`src/rtl/sha256_uart_pkg.sv`:
```
// sha256_uart_pkg: shared types and constants for the SHA-256 UART return path.
package sha256_uart_pkg;
  typedef enum logic [1:0] {IDLE, START, DATA, STOP} tx_state_t;
  localparam int DIGEST_BYTES = 32;
  localparam int UART_FRAME_BITS = 10;
  localparam logic [7:0] ASCII_CR = 8'h0D;
  localparam logic [7:0] ASCII_LF = 8'h0A;
  localparam logic [7:0] HEX_DIGIT_BASE = 8'h30;
  localparam logic [7:0] HEX_ALPHA_BASE = 8'h61;
  function automatic logic [7:0] hex_char(input logic [3:0] nib);
    return nib < 4'd10 ? HEX_DIGIT_BASE + {4'h0, nib} : HEX_ALPHA_BASE + {4'h0, nib} - 8'd10;
  endfunction
endpackage

```
`src/rtl/uart_tx_byte.sv`:
```
// uart_tx_byte: single-byte 8N1 serializer, LSB first, registered tx output.
// Ready is also raised in the last stop-bit cycle so frames can be chained with no idle gap.
module uart_tx_byte #(
  parameter int CLKS_PER_BIT = 434
) (
  input  logic       clk,
  input  logic       rst,
  input  logic [7:0] i_byte_data,
  input  logic       i_byte_valid,
  output logic       o_byte_ready,
  output logic       o_tx
);
  import sha256_uart_pkg::*;
  localparam int BW = $clog2(CLKS_PER_BIT);
  localparam logic [BW-1:0] BAUD_MAX = BW'(CLKS_PER_BIT - 1);
  tx_state_t r_state, w_next;
  logic [BW-1:0] r_baud;
  logic [2:0] r_bit;
  logic [7:0] r_data;
  logic r_tx, w_tick, w_load, w_tx_next;
  assign w_tick = r_baud == BAUD_MAX;
  assign o_byte_ready = r_state == IDLE || (r_state == STOP && w_tick);
  assign w_load = i_byte_valid && o_byte_ready;
  assign o_tx = r_tx;
  always_comb begin
    w_next = w_load ? START
           : r_state == IDLE ? IDLE
           : !w_tick ? r_state
           : r_state == START ? DATA
           : r_state == DATA ? (r_bit == 3'd7 ? STOP : DATA)
           : IDLE;
    // r_data shifts on the same edge a data bit ends, so look one bit ahead
    w_tx_next = w_next == START ? 1'b0
              : w_next == DATA ? ((r_state == DATA && w_tick) ? r_data[1] : r_data[0])
              : 1'b1;
  end
  always_ff @(posedge clk or posedge rst) begin
    if (rst) r_state <= IDLE;
    else r_state <= w_next;
  end
  always_ff @(posedge clk or posedge rst) begin
    if (rst) begin
      r_baud <= '0;
      r_bit <= '0;
      r_data <= '0;
      r_tx <= 1'b1;
    end else begin
      r_baud <= (r_state == IDLE || w_tick) ? '0 : r_baud + 1'b1;
      r_bit <= r_state == DATA ? (w_tick ? r_bit + 1'b1 : r_bit) : '0;
      r_data <= w_load ? i_byte_data : (r_state == DATA && w_tick) ? r_data >> 1 : r_data;
      r_tx <= w_tx_next;
    end
  end
endmodule

```
`src/rtl/sha256_digest_uart_tx.sv`:
```
// sha256_digest_uart_tx: serializes a 256-bit digest onto uart_tx as 8N1 frames, MSB byte first.
// Define SHA256_TX_HEX_ASCII_EN to send lowercase hex characters followed by CR LF instead.
module sha256_digest_uart_tx #(
  parameter int CLKS_PER_BIT = 434,
  parameter int DIGEST_BYTES = 32
) (
  input  logic         clk,
  input  logic         rst,
  input  logic [255:0] digest,
  input  logic         digest_valid,
  output logic         digest_ready,
  output logic         uart_tx,
  output logic         busy,
  output logic         done
);
  import sha256_uart_pkg::*;
`ifdef SHA256_TX_HEX_ASCII_EN
  localparam int SHIFT = 4;
  localparam int FRAMES = 2 * DIGEST_BYTES + 2;
`else
  localparam int SHIFT = 8;
  localparam int FRAMES = DIGEST_BYTES;
`endif
  localparam int IW = $clog2(FRAMES);
  localparam logic [IW-1:0] LAST = IW'(FRAMES - 1);
  logic r_busy, r_done;
  logic [IW-1:0] r_idx;
  logic [255:0] r_shift;
  logic [7:0] w_byte;
  logic w_byte_valid, w_byte_ready, w_cap, w_adv, w_last;
  assign w_last = r_idx == LAST;
  assign w_cap = digest_valid && digest_ready;
  assign w_adv = r_busy && w_byte_ready;
  // the first frame is fed straight from the input so its start bit follows the capture edge
  assign w_byte_valid = r_busy ? !w_last : digest_valid;
`ifdef SHA256_TX_HEX_ASCII_EN
  logic [3:0] w_nib;
  assign w_nib = r_busy ? r_shift[255:252] : digest[255:252];
  assign w_byte = (r_busy && r_idx == IW'(FRAMES - 3)) ? ASCII_CR
                : (r_busy && r_idx == IW'(FRAMES - 2)) ? ASCII_LF
                : hex_char(w_nib);
`else
  assign w_byte = r_busy ? r_shift[255:248] : digest[255:248];
`endif
  always_ff @(posedge clk or posedge rst) begin
    if (rst) begin
      r_busy <= 1'b0;
      r_done <= 1'b0;
      r_idx <= '0;
      r_shift <= '0;
    end else begin
      r_done <= w_adv && w_last;
      if (w_cap) begin
        r_busy <= 1'b1;
        r_idx <= '0;
        r_shift <= digest << SHIFT;
      end else if (w_adv) begin
        r_busy <= !w_last;
        r_idx <= w_last ? '0 : r_idx + 1'b1;
        r_shift <= r_shift << SHIFT;
      end
    end
  end
  assign digest_ready = !r_busy;
  assign busy = r_busy;
  assign done = r_done;
  uart_tx_byte #(.CLKS_PER_BIT(CLKS_PER_BIT)) u_tx (
    .clk(clk),
    .rst(rst),
    .i_byte_data(w_byte),
    .i_byte_valid(w_byte_valid),
    .o_byte_ready(w_byte_ready),
    .o_tx(uart_tx)
  );
endmodule

```
`config.mk`:
```
export PLATFORM = sky130hd
export DESIGN_NAME = sha256_digest_uart_tx
export DESIGN_NICKNAME = d
export VERILOG_FILES = /design/src/rtl/sha256_uart_pkg.sv /design/src/rtl/uart_tx_byte.sv /design/src/rtl/sha256_digest_uart_tx.sv
export SDC_FILE = /design/constraint.sdc
export NUM_CORES = 1
export LEC_CHECK = 0
export ABC_CLOCK_PERIOD_IN_PS = 24900
export BUFFER_PORTS_ARGS = -buffer_cell sky130_fd_sc_hd__buf_2
export CORE_MARGIN = 4
export CORE_UTILIZATION = 40
export DETAILED_ROUTE_END_ITERATION = 6
export GPL_ROUTABILITY_DRIVEN = 0
export PLACE_DENSITY_LB_ADDON = 0.05
export SYNTH_ARGS = -nofsm -noshare
export SYNTH_HDL_FRONTEND = slang
export SYNTH_SLANG_ARGS = --single-unit
```
`constraint.sdc`:
```
create_clock -name clk -period 24.9 [get_ports clk]
set_input_delay 4.98 -clock clk [delete_from_list [all_inputs] [get_ports clk]]
set_output_delay 4.98 -clock clk [all_outputs]
set_load 0.05 [all_outputs]
```
== Word-level counts from Yosys, hierarchy flattened ==
Cells that the tools add are included.
Widths: inputs -> output; s select.

* Add/subtract/negate cells: 3
* Eq/ne operators: 9
* Muxes and demuxes: 23
* Reduce and logical (&&, ||, !) cells: 13

{| class="wikitable"
|+ Operator list
! operator !! number
|-
| $mux 256 || 2
|-
| $mux 8 || 3
|-
| $mux 5 || 3
|-
| $mux 2 || 5
|-
| $add 9x1->9 const B || 1
|-
| $eq 9x9->1 const B || 1
|-
| $mux 9 || 1
|-
| $mux 1 || 7
|-
| $eq 2x2->1 const B || 3
|-
| $logic_and 1x1->1 || 6
|-
| $mux 3 || 2
|-
| $add 5x1->5 const B || 1
|-
| $eq 5x5->1 const B || 1
|-
| $eq 2x1->1 const B || 2
|-
| $reduce_bool 2->1 || 2
|-
| $add 3x1->3 const B || 1
|-
| $eq 3x3->1 const B || 1
|-
| $logic_not 1->1 || 2
|-
| $logic_not 2->1 || 1
|-
| $logic_or 1x1->1 || 2
|-
| $ne 2x1->1 const B || 1
|}

* Flip-flop bits (word level): 286
* Bits of input ports: 259
* Logic and storage cells: 57

== Depth between registers and ports, before layout ==
Gate-level depths: netlist of run 1.

* Depth after elaboration: 10
* Mapped depth: 10

== Cells and area by module ==
From an unflattened synthesis of run 1, not the netlist that was laid out.

* Cell total of the unflattened synthesis: 1496
* Area total of the unflattened synthesis: 12844.8 um2

{| class="wikitable"
|+ By module, submodules not included
! module !! instances !! cells each !! area an instance (um2) !! sequential area each (um2)
|-
| sha256_digest_uart_tx || 1 || 1385 || 11571.1 || 6381.1
|-
| uart_tx_byte || 1 || 111 || 1273.7 || 576.8
|}

== Worst setup path after synthesis of run 1 ==
No wires, ideal clock.

* Path kind: reg2out
* Start: reg r_busy, in the netlist busy
* End: out digest_ready
* Data arrival time: 1.320 ns
* Slack: 18.600 ns
* Cell stages (with the launch flop): 3
* Cells stage by stage: dfrtp_1 -> buf_2 -> clkinv_1

* Word-level cells in the longest chain between the ends: 1

{| class="wikitable"
|+ RTL lines
! what !! line !! text
|-
| start, declared || sha256_digest_uart_tx.sv:26 || <nowiki>logic r_busy, r_done;</nowiki>
|-
| start signal, assigned || sha256_digest_uart_tx.sv:58 || <nowiki>r_busy <= !w_last;</nowiki>
|-
| $logic_not 1->1 || sha256_digest_uart_tx.sv:64 || <nowiki>assign digest_ready = !r_busy;</nowiki>
|-
| end, declared || sha256_digest_uart_tx.sv:11 || <nowiki>output logic digest_ready,</nowiki>
|}

No other way between the ends.

== Worst setup path in the final report of run 1 ==
* Start: in digest_valid
* End: reg r_shift[172]

* Word-level cells in the longest chain between the ends: 2
* Elaborated cells on any way between the ends: 3
* Classes of those cells: mux: 1; reduce/logical: 2

{| class="wikitable"
|+ RTL lines
! what !! line !! text
|-
| start, declared || sha256_digest_uart_tx.sv:10 || <nowiki>input logic digest_valid,</nowiki>
|-
| $logic_and 1x1->1 * || sha256_digest_uart_tx.sv:32 || <nowiki>assign w_cap = digest_valid && digest_ready;</nowiki>
|-
| $mux 256 / $reduce_bool 2->1 (equally long branches) || -- ||
|-
| end signal, assigned || sha256_digest_uart_tx.sv:56 || <nowiki>r_shift <= digest << SHIFT;</nowiki>
|-
| end signal, assigned || sha256_digest_uart_tx.sv:60 || <nowiki>r_shift <= r_shift << SHIFT;</nowiki>
|-
| end, declared || sha256_digest_uart_tx.sv:28 || <nowiki>logic [255:0] r_shift;</nowiki>
|}

Mark *: on every way between the ends. The rest lies on a longest branch, timed or not.
A chain may end at the register's enable or synchronous reset.

==> results, run 1 <==
- For this design the total switching power over the nets is 277 µW.
- In the post-route analysis, the smallest setup slack over all paths is 17.33 ns.
- The proportion of layout cells with a drive suffix above 1 is 0.290.
- The finished cells cover 16000 µm².
- The signal on the critical path passes through buf_2, nor2_4, a21oi_4, buf_4, o221a_2.
- In this run the worst path has a maximum fanout of 101.
- Averaged over all synthesized cells, the footprint is 10.8 µm².
- For this block, wires on met1 add up to 18200 µm.
- Headroom to the max-slew limit came out at 0.244.
- The CTS root buffer is sky130_fd_sc_hd__clkbuf_16.
- The number of nets in the synthesized netlist is 1521.
- The startpoint identified for the worst register-to-register timing path is busy.
- Entering global routing, the biggest net connects 234 pins.
- STA classifies the critical path endpoint as a flip-flop.
- The part of the power in the clock network is 0.428.
- After the last flow step, the layout net total stands at 1706.
- The number of placement rows is 66.
- The max-slew violation count is 0.
- Yosys printed 0 warnings.
- After global routing the overflow that remains totals 0.
- The area of the mapped netlist is 13500 µm².
- Summed over all nets, wire length on met2 after detailed routing comes to 18000 µm.
- Prior to clock tree synthesis, the placed netlist has a worst setup slack of 16.80 ns.
- The share of total power dissipated in combinational logic is 0.093.
- The top cell types in the final layout, fill and taps aside, are sky130_fd_sc_hd__nand3_1, sky130_fd_sc_hd__dfrtp_1, sky130_fd_sc_hd__buf_2.
- Relative to the synthesized area, the layout overhead comes to 18.8%.
- After technology mapping, the gate count stands at 1252.
- The number of gates resized after CTS is 0.
- The clock insertion delay at the later pin of the skew report is 0.50 ns.
- The worst hold path belongs to the class flip-flop to flip-flop.
- The number of top-level pins is 263.
- The leakage power total is 6.82 nW.
- The final critical delay including setup and external delays is 7.57 ns.
- After filler insertion, the fill cell instance count of the layout stands at 3136.
- The fraction of power spent switching nets is 0.239.
- The destination of the worst hold path is u_tx.r_baud[0].
- The clock tree from TritonCTS is yes.
- Dividing the detail-routed via count by the number of cells gives 5.70.
- CTS saw 278 sinks.
- The CTS H-tree depth is 2.
- Static timing analysis puts the maximum clock frequency at 0.132 GHz.
- Of the post-synthesis cell area, the dominant cell type holds 0.514.
- Setup repair after global routing left no endpoint under its margin.
- The cts-stage hold buffer count is 0.
- The data arrival at the endpoint of the critical path is 8.00 ns.
- The critical path required time is 25.33 ns.
- Clock-pin slew was measured on the worst setup and hold paths at 0.06 ns.
- The first TritonRoute pass finished after 6 iterations.
- The largest individual stage delay along the critical path comes from the cell sky130_fd_sc_hd__buf_4.
- The final count of hold timing violations was 0.
- The remaining routing DRC violations is 0.
- The number of buffers on the longest clock path is 3.
- The category of cells accounting for the largest share of critical-path delay is buffers and inverters.
- The number of antenna-violating nets in the routed design is 0.
- The count of cell types in the netlist is 46.
- For the pin with the worst max-slew slack, the measured transition is 1.13 ns.
- On the worst path, the slowest cell contributes a delay of 0.99 ns.
- The max-cap check violation count is 0.
- The first global-routing pass estimated 60700 µm of wire.
- The routed design uses 2150 µm of met3 wire.
- Of all flip-flops after synthesis, the portion carrying an async set or reset was 1.00.
- From left edge to right edge, the die measures 192 µm.
- Leaving out fill and tap cells, the most frequent cell in the layout is sky130_fd_sc_hd__nand3_1.
- Together, buffers and inverters on the worst path number 2.
- Adding up every negative setup slack in the final design gives 0 ns.
- The floorplan step defined a die boundary enclosing 36700 µm².
- The global-route total usage across every layer is 0.204.
- Buffers added to address setup during post-CTS repair amount to 0.
- Summing over every cut layer, the via total after detailed routing is 10900.
- The post-placement cell area is 14900 µm².
- The floorplan core area is 32900 µm².
- The detailed-route wire length per cell is 20.5 µm.
- The worst IR drop on VDD is 0.0431 mV.
- Power spread over the standard cell area amounts to 72.6 nW/µm².
- Measured along the y axis, the die boundary spans 192 µm.
- The top routing layer in use is met5.
- In this run the critical register-to-register path is captured at r_shift[172].
- Along the worst hold path, the cell count comes to 1.
- The worst reg-to-reg path cell count is 4.
- The largest total area in the synthesized netlist belongs to sky130_fd_sc_hd__dfrtp_1.
- The type of the worst setup path is input port to flip-flop.
- The number of non-filler instances in the completed layout is 1906.
- Setup violations remaining at the end of the flow were counted as 0.
- The number of enable-type register cells in the synthesized netlist is 0.
- After synthesis the netlist holds a flip-flop and latch count of 278.
- The initial core utilization is 0.410.
- In the finished design, the share of the clock period the worst path needs comes to 0.304.
- The share of total power dissipated in sequential elements is 0.479.
- The number of CTS-inserted buffers is 34.
- Of the synthesized area, sequential elements account for 0.516.
- The internal power of the cells totals 885 µW.
- Measured on the finished design, the core utilization comes to 0.487.
- Yosys attributes the largest share of cell area to sky130_fd_sc_hd__dfrtp_1, sky130_fd_sc_hd__nand3_1, sky130_fd_sc_hd__o221a_2.
- The flow ran to the end, and the final reports show no timing, DRC or antenna violations.
- The cell count after placement is 1843.
- The register-to-register setup slack is 21.20 ns.
- The number of buffer cells added on primary ports is 262.
- The origin of the worst min-delay path is u_tx.r_baud[0].
- Between clock sinks in the finished design, the worst skew comes to 0.0117 ns.
- The detailed placer's ending HPWL is 23700 µm.
- The number of antenna violations at the first check in global routing is 9.
- The worst setup path is launched from an input port.
- The via count of the first global-routing pass was 10800.
- The number of DRC markers after the initial detailed-route iteration is 958.
- In the synthesized netlist the dominant register cell turns out to be sky130_fd_sc_hd__dfrtp_1.
- After detailed routing, the total wire length is 39000 µm.
[power groups by stage]
stage               logic [mW]  clock network, mW  registers [mW]
global placement         0.106                  0           0.564
finish                   0.108              0.497           0.557
detailed placement       0.109                  0           0.563
global route             0.121              0.529           0.564
CTS                      0.110              0.510           0.557
floorplan               0.0774                  0           0.548
[Yosys cell counts, types with 15 or more instances]
library cell               count
sky130_fd_sc_hd__nand3_1     319
sky130_fd_sc_hd__dfrtp_1     277
sky130_fd_sc_hd__nand2b_1    134
sky130_fd_sc_hd__a22oi_1     107
sky130_fd_sc_hd__o221a_2      85
sky130_fd_sc_hd__clkbuf_1     65
sky130_fd_sc_hd__o221a_1      48
sky130_fd_sc_hd__mux2i_1      33
sky130_fd_sc_hd__buf_2        28
sky130_fd_sc_hd__nand2_1      18
sky130_fd_sc_hd__buf_4        16
sky130_fd_sc_hd__nor2_1       15
[cell families after synthesis]
family                     synth area share
and+or+nand+nor                       0.205
DFF                                   0.516
buffers and inverters                0.0491
AOI/OAI and AO/OA                     0.190
xor gates and xnor gates            0.00520
adders and majority gates           0.00929
muxes                                0.0245
[worst register-to-register path, cell delays in order, from the launching register on]
cell and delay (ns):
sky130_fd_sc_hd__dfrtp_4 0.74, sky130_fd_sc_hd__buf_12 0.36, sky130_fd_sc_hd__a21oi_4 1.14, sky130_fd_sc_hd__buf_4 0.99, sky130_fd_sc_hd__o221a_2 0.41
[per-stage QoR]
stage,power [mW],hold slack (ns)
global placement,0.670,0.498
finish,1.16,0.515
detailed placement,0.673,0.509
floorplan,0.625,0.478
global route,1.21,0.536
CTS,1.18,0.517
[worst max-delay path by stage]
stage | startpoint | to | slack, ns | depth (start not counted)
after global placement | digest_valid | r_shift[200] | 16.83 | 5
after global routing | digest_valid | r_shift[198] | 17.10 | 5
final | digest_valid | r_shift[172] | 17.33 | 5
after floorplan | rst | busy | 12.26 | 1
after detailed placement | digest_valid | r_shift[200] | 16.80 | 5
after CTS | digest_valid | r_shift[172] | 17.32 | 5
[final cells by class]
class / count / area [µm²] / share of cell area
multi-input cells: 839 / 5880 / 0.367
clock buffers: 57 / 1120 / 0.0701
repair buffers: 273 / 1420 / 0.0887
flip-flops and latches: 278 / 6960 / 0.435
clock inverters: 3 / 15.0 / 0.000938
inverters: 11 / 48.8 / 0.00305
diodes: 3 / 7.51 / 0.000469
well taps: 442 / 553 / 0.0346
[state kept, by name (all words and copies together) (netlist names)]
register,cells
u_tx.o_tx,1
u_tx.r_state,2
r_idx,5
u_tx.r_baud,9
done,1
u_tx.r_data,8
busy,1
r_shift,248
u_tx.r_bit,3
[routing by layer]
metal,vias to the layer above,track usage
li1,5123,-
met1,5408,0.298
met2,251,0.315
met3,57,0.0453
met4,18,0.0392
met5,-,0
Power figures use the tool's default switching activity.
==> run 2: changes to the inputs <==
ABC_CLOCK_PERIOD_IN_PS = 7300   (was 24900)
clock period = 7.3 ns   (was 24.9 ns; I/O delays follow)
==> run 2 against run 1 <==
Combinational power rose to 3.4 times the previous value. Worst hold slack lost 0.0032 ns. Cell area is essentially flat. Clock skew down 0.00087 ns. Via count up 1.5%. Count of clock-buffer cells in the layout fell by 2. Core utilization about the same. Clock power grew to 3.4 times the previous value. Setup slack worse by 14 ns. Global-route usage grew 0.23 points. Critical path depth grew 1.
==> results, run 2 (synthesis gave the netlist of run 1 again) <==
- The worst-case clock skew is 0.0108 ns (-0.000871 ns).
- The post-placement cell area is 14900 µm² (about the same).
- The number of buffers on the longest clock path was 3 (unchanged).
- The worst setup path is captured at a flip-flop.
- The die span in x is 192 µm (unchanged).
- In the finished design, the share of the clock period the worst path needs comes to 0.497.
- The cts-stage hold buffer count is 0 (unchanged).
- The critical path required time is 7.72 ns (-17.61 ns).
- For the finished layout, the period the worst path requires is 3.63 ns.
- The combined buffer and inverter count along the critical path is 3 (+1).
- The overall overflow remaining after global route came to 0 (unchanged).
- The cell depth of the worst setup path is 6 (+1).
- The initial core utilization is 0.410 (unchanged).
- The worst slew margin relative to its limit is 0.233 (-0.0113).
- The number of CTS-inserted buffers came to 34 (unchanged).
- The detailed-route wire length per cell is 20.5 µm (+0.40%).
- The type of the worst setup path is input port to flip-flop.
- The total number of nets in the final design was 1710 (+0.23%).
- The CTS root buffer is sky130_fd_sc_hd__clkbuf_16.
- The worst slack after detailed placement is 3.20 ns (-13.60 ns).
- The highest attainable clock frequency is 0.276 GHz.
- The total of endpoints with negative setup slack in the final report was 0 (unchanged).
- The cell repeated most along the worst path is sky130_fd_sc_hd__buf_4.
- The detailed-router iteration count before antenna repair is 5 (-1).
- The number of antenna violations at the first check in global routing is 16 (+7).
- The number of DRC markers after the initial detailed-route iteration came to 921 (-3.9%).
- The data arrival at the endpoint of the critical path is 4.05 ns (-3.95 ns).
- The slowest stage of the critical path is the sky130_fd_sc_hd__buf_4 cell.
- The signal on the critical path passes through buf_2, nor2_4, a21oi_4, buf_4, buf_4, o221a_1.
- The setup fix buffers added after clock tree synthesis came to 0 (unchanged).
- The flow ran to the end, and the final reports show no timing, DRC or antenna violations.
- The number of filler cells placed in the layout is 3135 (-0.032%).
- The final routed wirelength across all metal layers is 39300 µm (+0.72%).
- The floorplan core area is 32900 µm² (unchanged).
- The number of top-level pins is 263 (unchanged).
- The final worst slack was 3.67 ns (-13.66 ns).
- The worst setup path is launched from an input port.
- The most common cell after layout, fill and taps aside is sky130_fd_sc_hd__nand3_1.
- The number of flip-flops in the largest register is 248 (unchanged).
- The detailed placer's ending HPWL came to 24400 µm (+2.8%).
- The number of buffer cells added on primary ports is 262 (unchanged).
- The proportion of layout cells with a drive suffix above 1 is 0.292 (+0.00214).
- The via count is 11000 (+1.5%).
- The die area is 36700 µm² (unchanged).
- The cell family contributing the most delay on the critical path is buffers and inverters.
- The area overhead of the layout relative to synthesis is 18.9% (about the same).
- The ratio of total power to cell area is 247 nW/µm² (+240%).
- The leakage power total came to 6.82 nW (about the same).
- The max-slew violation count is 0 (unchanged).
- The tightest min-delay check is of the flip-flop to flip-flop type.
- The worst IR drop on VDD is 0.142 mV (+230%).
- The highest fanout seen on the critical path is 88 (-13%).
- The accumulated negative setup slack came to 0 ns (unchanged).
- The max-cap check violation count is 0 (unchanged).
- The largest net degree at the start of global routing came to 167 (-29%).
- The number of gates resized after CTS was 0 (unchanged).
- The largest registers in the layout are r_shift (248), u_tx.r_baud (9), u_tx.r_data (8).
- The remaining routing DRC violations is 0 (unchanged).
- Setup repair after global routing left no endpoint under its margin.
- The via count of the first global-routing pass is 10900 (+0.69%).
- The largest stage delay on the critical path is 0.82 ns (-0.17 ns).
- r_shift holds more flip-flops than any other register.
- The floorplan die height is 192 µm (unchanged).
- The average vias per placed instance is 5.76 (+1.2%).
- The final cell area excluding filler cells is 16000 µm² (about the same).
- The global-route total usage across every layer came to 0.206 (+0.00230).
- The transition time at the pin with the least slew margin came to 1.15 ns (+0.0170 ns).
- TritonCTS built the clock tree.
- The clock-pin transition on the worst setup and hold timing paths was 0.06 ns (about the same).
- The CTS sink count came to 278 (unchanged).
- Leaving out fill and tap cells, the most frequent cells in the layout are sky130_fd_sc_hd__nand3_1, sky130_fd_sc_hd__dfrtp_1, sky130_fd_sc_hd__buf_2.
- The number of antenna-violating nets in the routed design is 0 (unchanged).
- The CTS H-tree depth came to 2 (unchanged).
- The worst reg-to-reg path cell count is 8 (+4).
- The number of placement rows is 66 (unchanged).
- The clock insertion delay at the later pin of the skew report is 0.50 ns (about the same).
- The final count of hold timing violations came to 0 (unchanged).
- The cell depth of the worst min-delay path was 2 (+1).
- The wire length of the first global-routing pass was 61500 µm (+1.4%).
-- run 2: changes by cell type in the layout (fill, tap and decap cells not counted) --
cell / previous run / this run
sky130_fd_sc_hd__buf_12: 2 / 1
sky130_fd_sc_hd__buf_4: 9 / 14
sky130_fd_sc_hd__clkbuf_1: 8 / 7
sky130_fd_sc_hd__clkbuf_8: 12 / 11
sky130_fd_sc_hd__clkinvlp_4: 0 / 2
sky130_fd_sc_hd__diode_2: 3 / 6
sky130_fd_sc_hd__inv_8: 1 / 0
-- run 2: worst reg2reg max path, cell delays in order (launching register included) --
cell and delay (ns):
sky130_fd_sc_hd__dfrtp_1 0.40, sky130_fd_sc_hd__inv_1 0.06, sky130_fd_sc_hd__ha_1 0.17, sky130_fd_sc_hd__and4b_1 0.49, sky130_fd_sc_hd__a31oi_4 0.16, sky130_fd_sc_hd__a21oi_4 0.16
sky130_fd_sc_hd__buf_4 0.46, sky130_fd_sc_hd__buf_4 0.84, sky130_fd_sc_hd__o221a_1 0.43
-- run 2: worst paths after layout --
kind / slack, ns / from / end
max: 3.67 / digest_valid / r_shift[137]
min: 0.51 / r_idx[4] / r_idx[4]
max reg2reg: 4.05 / u_tx.r_baud[1] / r_shift[137]
min reg2reg: 0.51 / r_idx[4] / r_idx[4]
max in group asynchronous: 4.95 / rst / r_shift[150]
min in group asynchronous: 1.01 / rst / r_shift[246]
-- run 2: per-stage QoR --
step                      hold slack [ns]  power [mW]  std cells  utilization
after global routing                0.529        4.13       1910        0.487
after global placement              0.497        2.28       1847        0.453
after CTS                           0.519        4.01       1906        0.487
after detailed placement            0.503        2.30       1847        0.453
after floorplan                     0.478        2.13       1252            -
final                               0.512        3.95       1912        0.487
-- run 2: final cells by class --
type	count	area (µm²)	area share
diodes	6	15.0	0.000938
multi-input cells	839	5880	0.367
well taps	442	553	0.0345
flip-flops and latches	278	6960	0.435
clock buffers	55	1100	0.0689
repair buffers	277	1440	0.0897
inverters	11	45.0	0.00281
clock inverters	4	22.5	0.00141
-- run 2: metal layers --
metal  global-route usage  part of all wire  vias up
li1                     -                 -     5133
met1                0.305              0.47     5490
met2                0.310              0.45      308
met3               0.0447             0.061       67
met4               0.0506             0.021       20
met5                    0            0.0032        -
-- run 2: power by group --
| part | internal [mW] | switching [mW] |
|---|---|---|
| logic | 0.232 | 0.138 |
| registers | 1.74 | 0.154 |
| clock network | 1.03 | 0.654 |
